--- src/rtl/serial_add_sequencer.sv ---
// Bit-serial add/subtract: one full-add cell used WIDTH times, LSB first.
// Latency: result valid WIDTH+1 cycles after the cycle operands are presented.
// Backpressure: result held in DONE until out_ready; in_ready low while RUN.

module full_add_cell #(
  parameter string MODEL = "Behavioral"
) (
  input  logic a,
  input  logic b,
  input  logic ci,
  output logic c,
  output logic co
);
  generate
    if (MODEL == "DataFlow") begin : g_dataflow
      assign c  = a ^ b ^ ci;
      assign co = (a & b) | (ci & (a ^ b));
    end else if (MODEL == "Structural") begin : g_structural
      logic axb, ab, cxab;
      xor u_x0 (axb, a, b);
      xor u_x1 (c, axb, ci);
      and u_a0 (ab, a, b);
      and u_a1 (cxab, axb, ci);
      or  u_o0 (co, ab, cxab);
    end else begin : g_behavioral
      always_comb begin
        {co, c} = {1'b0, a} + {1'b0, b} + {1'b0, ci};
      end
    end
  endgenerate
endmodule

module serial_add_sequencer #(
  parameter int    WIDTH = 16,
  parameter string MODEL = "Behavioral"
) (
  input  logic             clk,
  input  logic             rst,
  input  logic             in_valid,
  output logic             in_ready,
  input  logic [WIDTH-1:0] a,
  input  logic [WIDTH-1:0] b,
  input  logic             ci,
  input  logic             sub,
  output logic             out_valid,
  input  logic             out_ready,
  output logic [WIDTH-1:0] sum,
  output logic             co,
  output logic             ovf,
  output logic             busy
);
  localparam int CW = $clog2(WIDTH);
  localparam logic [CW-1:0] LAST_BIT = CW'(WIDTH - 1);
  localparam logic [CW-1:0] MSB_CIN_BIT = CW'(WIDTH - 2);

  typedef enum logic [1:0] {IDLE, RUN, DONE} state_t;

  state_t           state_q, state_d;
  logic [CW-1:0]    cnt;
  logic [WIDTH-1:0] op_a, op_b, res;
  logic             carry, msb_cin;
  logic             cell_c, cell_co;
  logic             accept;

  full_add_cell #(.MODEL(MODEL)) u_cell (
    .a  (op_a[0]),
    .b  (op_b[0]),
    .ci (carry),
    .c  (cell_c),
    .co (cell_co)
  );

  assign in_ready  = (state_q == IDLE) | ((state_q == DONE) & out_ready);
  assign out_valid = (state_q == DONE);
  assign busy      = (state_q == RUN);
  assign accept    = in_valid & in_ready;
  assign sum       = res;

  always_comb begin
    state_d = state_q;
    case (state_q)
      IDLE: if (accept) state_d = RUN;
      RUN:  if (cnt == LAST_BIT) state_d = DONE;
      DONE: if (out_ready) state_d = in_valid ? RUN : IDLE;
      default: state_d = IDLE;
    endcase
  end

  always_ff @(posedge clk) begin
    if (rst) state_q <= IDLE;
    else     state_q <= state_d;
  end

  // Result bits enter at the MSB and shift down, so bit i settles at index i.
  always_ff @(posedge clk) begin
    if (rst) begin
      cnt     <= '0;
      carry   <= 1'b0;
      msb_cin <= 1'b0;
      op_a    <= '0;
      op_b    <= '0;
      res     <= '0;
      co      <= 1'b0;
      ovf     <= 1'b0;
    end else if (accept) begin
      op_a  <= a;
      op_b  <= sub ? ~b : b;
      carry <= sub | ci;
      cnt   <= '0;
    end else if (state_q == RUN) begin
      res   <= {cell_c, res[WIDTH-1:1]};
      carry <= cell_co;
      op_a  <= op_a >> 1;
      op_b  <= op_b >> 1;
      if (cnt == MSB_CIN_BIT) msb_cin <= cell_co;
      if (cnt == LAST_BIT) begin
        co  <= cell_co;
        ovf <= msb_cin ^ cell_co;
      end else begin
        cnt <= cnt + 1'b1;
      end
    end
  end
endmodule
--- config.mk ---
export PLATFORM = sky130hd
export DESIGN_NAME = serial_add_sequencer
export DESIGN_NICKNAME = d
export VERILOG_FILES = /design/src/rtl/serial_add_sequencer.sv
export SDC_FILE = /design/constraint.sdc
export NUM_CORES = 1
export LEC_CHECK = 0
export ABC_AREA = 0
export CORE_MARGIN = 1
export CORE_UTILIZATION = 40
export CTS_CLUSTER_DIAMETER = 60
export DETAILED_ROUTE_END_ITERATION = 8
export PLACE_DENSITY_LB_ADDON = 0.3
export SLEW_MARGIN = 30
export SYNTH_ARGS = -nofsm -noshare
export SYNTH_HDL_FRONTEND = slang
export SYNTH_SLANG_ARGS = --single-unit
--- constraint.sdc ---
create_clock -name clk -period 3.5 [get_ports clk]
set_input_delay 0.525 -clock clk [delete_from_list [all_inputs] [get_ports clk]]
set_output_delay 0.525 -clock clk [all_outputs]
set_load 0.05 [all_outputs]
==> results of run 1 <==
stage by stage:
stage / util [%] / power (mW) / setup WS [ps] / hold WS (ps) / area (um^2)
after global routing: 54.7 / 1.78 / 972 / 478 / 3470
after detailed placement: 50.7 / 0.949 / 1000 / 447 / 3220
after CTS: 54.6 / 1.72 / 1000 / 457 / 3470
after floorplan: - / 0.871 / 1470 / 461 / 2650
after global placement: 50.7 / 0.946 / 1010 / 442 / 3220
final: 54.7 / 1.70 / 1010 / 456 / 3470
power by group:
group	internal (mW)	switching, mW
Clock	0.509	0.257
Combinational	0.0968	0.121
Sequential	0.696	0.0213
Total	1.30	0.399
synthesized netlist by cell type (3+ instances only):
master	n	area share (%)
o21ai_0	3	0.57
o211ai_1	16	4.5
clkbuf_1	7	0.99
nor3_1	17	3.2
a32oi_1	14	4.6
xor2_1	16	5.3
dfxtp_1	58	44
a21oi_1	40	7.6
inv_1	4	0.57
nand2b_1	3	0.71
a311oi_1	19	6.3
nand3_1	7	1.3
buf_2	23	4.3
nand2_1	67	9.5
registers in the layout (all words and copies together) (netlist names):
register	flops
cnt	4
ovf	1
co	1
state_q	2
carry	1
op_b	16
msb_cin	1
op_a	16
sum	16
final timing paths:
path              start       end  depth (start not counted)
max           out_ready  in_ready                          4
min              sum[0]    sum[0]                          2
max reg2reg  state_q[0]   op_b[7]                          4
min reg2reg      sum[0]    sum[0]                          2
metal layers:
metal / vias to the layer above / share of wire, %
met3: 7 / 5.3
met2: 61 / 46
met5: - / 0
met1: 1113 / 47
li1: 1220 / -
met4: 0 / 1.2
logic make-up after synthesis:
kind of cell / share of synthesized area [%]
adder cells (fa/ha/maj): 1.70
AO/OA/AOI/OAI: 24.4
XOR/XNOR: 5.63
buffers and inverters: 6.95
AND/OR/NAND/NOR: 17.4
flip-flops: 43.9
critical path, cell delays in order:
cell             delay, ps
clkdlybuf4s50_1        500
nor2b_2                 60
nor2_1                  80
clkdlybuf4s50_1        800
layout make-up:
| type | count | area, um^2 |
|---|---|---|
| flip-flops and latches | 58 | 1160 |
| clock buffers | 11 | 151 |
| fillers | 606 | 2880 |
| multi-input cells | 220 | 1310 |
| clock inverters | 5 | 100 |
| well taps | 77 | 96.3 |
| inverters | 4 | 15.0 |
| repair buffers | 65 | 641 |
==> metrics, run 1 <==
CP Max Fanout=3; DR DRC count=0; Syn Nets=357; Async S/R FF share, synth=0%; Num CTS Buffers=9; setup bufs post-CTS=0; final critical-path share of the clock period=71.1%; gr busiest metal=met2; Worst Skew=7.74 ps; post-cts resize count=0; most common cell after layout, fill and taps aside=nand2_1; router iterations before antenna repair=5; diode count=0; ys flop type=dfxtp_1; Clock Tree Buf Depth=2; vias=2401; GR Overflow Total=0; Arr. time, crit path=1960 ps; Vias/cell=5.46; Rows=29; Netlist cell types=33; largest net degree at the start of global routing=56; Die Y-Extent=83.3 um; hold buffers post-CTS=0; min cycle time layout=2490 ps; vias in the first global route=2113; GRT Resource Usage Total=18.2%; Slew Limit Fails=0; Initial DRC Count=153; HPWL after DPL=3670 um; Post-Layout Cell Count=440; number of flops mapped to enable cells by yosys=0; power density cells=490 nW/um^2; Syn Inst Count=316; GRT met2 Usage=27.4%; Worst-Skew Late Latency=330 ps; Final ANT Viol Nets=0; fraction of layout cells with a size suffix above 1=7.71%; Port Buffers=58; routing usage on met1=23.9%; R2R setup slack=1660 ps; Setup crit end kind=output port; Ys Warns=0; Synth Area per Inst=8.37 um^2; RSZ-0062 raised after global routing=no; clock root cell=clkbuf_8; Layout area overhead=31.2%; Final Hold Viols=0; synthesized cell area=2650 um^2; CTS tree=yes; most frequent cells in the layout=nand2_1, dfxtp_1, clkdlybuf4s50_1; Max Cap Violations=0; Final Setup Violations=0; Post-layout nets=399; placed cell count=424; Sink Count=58; Synth Register Bits=58; H-tree depth=3; Hold Crit Class=reg -> reg; peak supply drop=296 uV; starting density of the core=41.7%; first-pass GRT wire length=10100 um; Clk pin slew, worst setup/hold paths=70 ps; WL final=5990 um; Routed WL per cell=13.6 um; worst-margin pin slew=894 ps; fmax=402 MHz; register area share after synthesis=43.9%; CP Launch Type=primary input; outcome=finished, final reports clean; crit path kind=in -> out; Die Wd=83.3 um; Final GP Congestion=0.709; Core Region=6350 um^2; WP data required=2970 ps; TNS Setup=0 ps; initial antenna violation count=0; max_slew headroom=40.2%; GRT met3 Usage=7.06%; full die area=6940 um^2; Leak Pwr=1.18 nW; num ports=59
Power figures use the tool's default switching activity.
==> inputs of run 2 (changes only) <==
clock period = 2 ns   (was 3.5 ns; I/O delays follow)
==> metrics, run 2 (synthesis gave the netlist of run 1 again) <==
outcome=finished, final reports clean; clock root cell=clkbuf_8; final instance area=3530 um^2 (+1.7%); largest net degree at the start of global routing=41 (-27%); Post-layout nets=406 (+1.8%); first-pass GRT wire length=10700 um (+5.8%); crit path kind=reg -> out; multi-input logic area=1310 um^2 (unchanged); hold buffers post-CTS=0 (unchanged); full die area=6940 um^2 (unchanged); DR DRC count=0 (unchanged); Vias/cell=5.59 (+2.4%); GRT Resource Usage Total=19.4% (+1.2 points); Num CTS Buffers=9 (unchanged); Worst-Skew Late Latency=340 ps (about the same); power density cells=854 nW/um^2 (+74%); Worst Skew=6.21 ps (-1.53 ps); vias in the first global route=2256 (+6.8%); wire length on met2=2890 um (+4.1%); DR top layer=met4; CTS tree=yes; WL final=6310 um (+5.4%); Layout area overhead=33.3%; fraction of layout cells with a size suffix above 1=10.0% (+2.3 points); Final Hold Viols=0 (unchanged); router iterations before antenna repair=4 (-1); TNS Setup=0 ps (unchanged); initial antenna violation count=0 (unchanged); most common cell after layout, fill and taps aside=nand2_1; final critical-path share of the clock period=91.9%; crit-path leading delay family=buffers and inverters; max_slew headroom=59.4% (+19 points); crit path launch=state_q[0]; diode count=0 (unchanged); HPWL after DPL=4080 um (+11%); Port Buffers=58 (unchanged); Core Region=6350 um^2 (unchanged); worst-margin pin slew=608 ps (-285 ps); most frequent cells in the layout=nand2_1, dfxtp_1, clkdlybuf4s50_1; origin of the critical flop-to-flop path=state_q[0]; Routed WL per cell=14.1 um (+3.8%); GR Overflow Total=0 (unchanged); Hold Crit Class=in -> reg; H-tree depth=3 (unchanged); placed cell count=431 (+1.7%); num ports=59 (unchanged); crit-path max cell delay=440 ps (-360 ps); Rows=29 (unchanged); WP data required=1700 ps (-1270 ps); Max Cap Violations=0 (unchanged); Final Setup Violations=0 (unchanged); Sink Count=58 (unchanged); Die Y-Extent=83.3 um (unchanged); post-cts resize count=0 (unchanged); Initial DRC Count=127 (-17%); peak supply drop=906 uV (+210%); fillers=577 (-4.8%); vias=2497 (+4.0%); met3 WL=324 um (+1.3%); Crit-path slowest cell=dfxtp_1; CP Launch Type=flip-flop; Final GP Congestion=0.801 (+13%); Clock Tree Buf Depth=2 (unchanged); Finished Core Util=55.6% (+0.91 points); CP Max Fanout=16 (+13); Post-Layout Cell Count=447 (+1.6%); Worst Path Buf+Inv=3 (+1); crit path cell chain=nand2b_2 -> inv_1 -> buf_4 -> buf_12; Die Wd=83.3 um (unchanged); Reg area=1160 um^2 (unchanged); Final ANT Viol Nets=0 (unchanged); Clk pin slew, worst setup/hold paths=60 ps (about the same); fmax=544 MHz; Setup crit end kind=output port; hold path start=rst; Arr. time, crit path=1540 ps (-420 ps); starting density of the core=41.7% (unchanged); Leak Pwr=1.22 nW (+3.2%); Metal-1 WL=2980 um (+5.8%); setup bufs post-CTS=0 (unchanged); final hold slack=450 ps (-6.06 ps); dpl cell area=3280 um^2 (+1.9%); RSZ-0062 raised after global routing=no; min cycle time layout=1840 ps; Slew Limit Fails=0 (unchanged)
[run 2: stage by stage]
step	total power, mW	worst slack (ps)
5_1_grt	3.14	43.7
3_5_place_dp	1.68	94.7
3_3_place_gp	1.67	189
6_report	3.01	163
4_1_cts	3.04	139
2_1_floorplan	1.52	332
[run 2: final cells by class]
type	instances	share of cell area [%]
Clock inverter	5	2.84
Multi-Input combinational cell	220	37.0
Timing Repair Buffer	72	19.8
Sequential cell	58	32.9
Tap cell	77	2.73
Clock buffer	11	4.29
Inverter	4	0.426
[run 2: final timing paths]
| check | endpoint | slack (ps) | cells past startpoint |
|---|---|---|---|
| setup reg to reg | op_b[1] | 200 | 5 |
| hold / removal | state_q[1] | 450 | 2 |
| setup / recovery | busy | 160 | 4 |
| hold reg to reg | sum[0] | 450 | 2 |
[run 2: power by group]
part / leakage, nW / internal, mW / total, mW / switching (mW)
combinational: 0.614 / 0.180 / 0.396 / 0.216
sequential: 0.474 / 1.22 / 1.26 / 0.0378
clock: 0.129 / 0.891 / 1.36 / 0.469
total: 1.22 / 2.29 / 3.01 / 0.723
[run 2: layer usage]
metal  global-route usage [%]  vias to the layer above
li1                         -                     1232
met2                     29.7                       68
met4                     8.62                        0
met1                     25.2                     1186
met3                     5.86                       11
met5                        0                        -
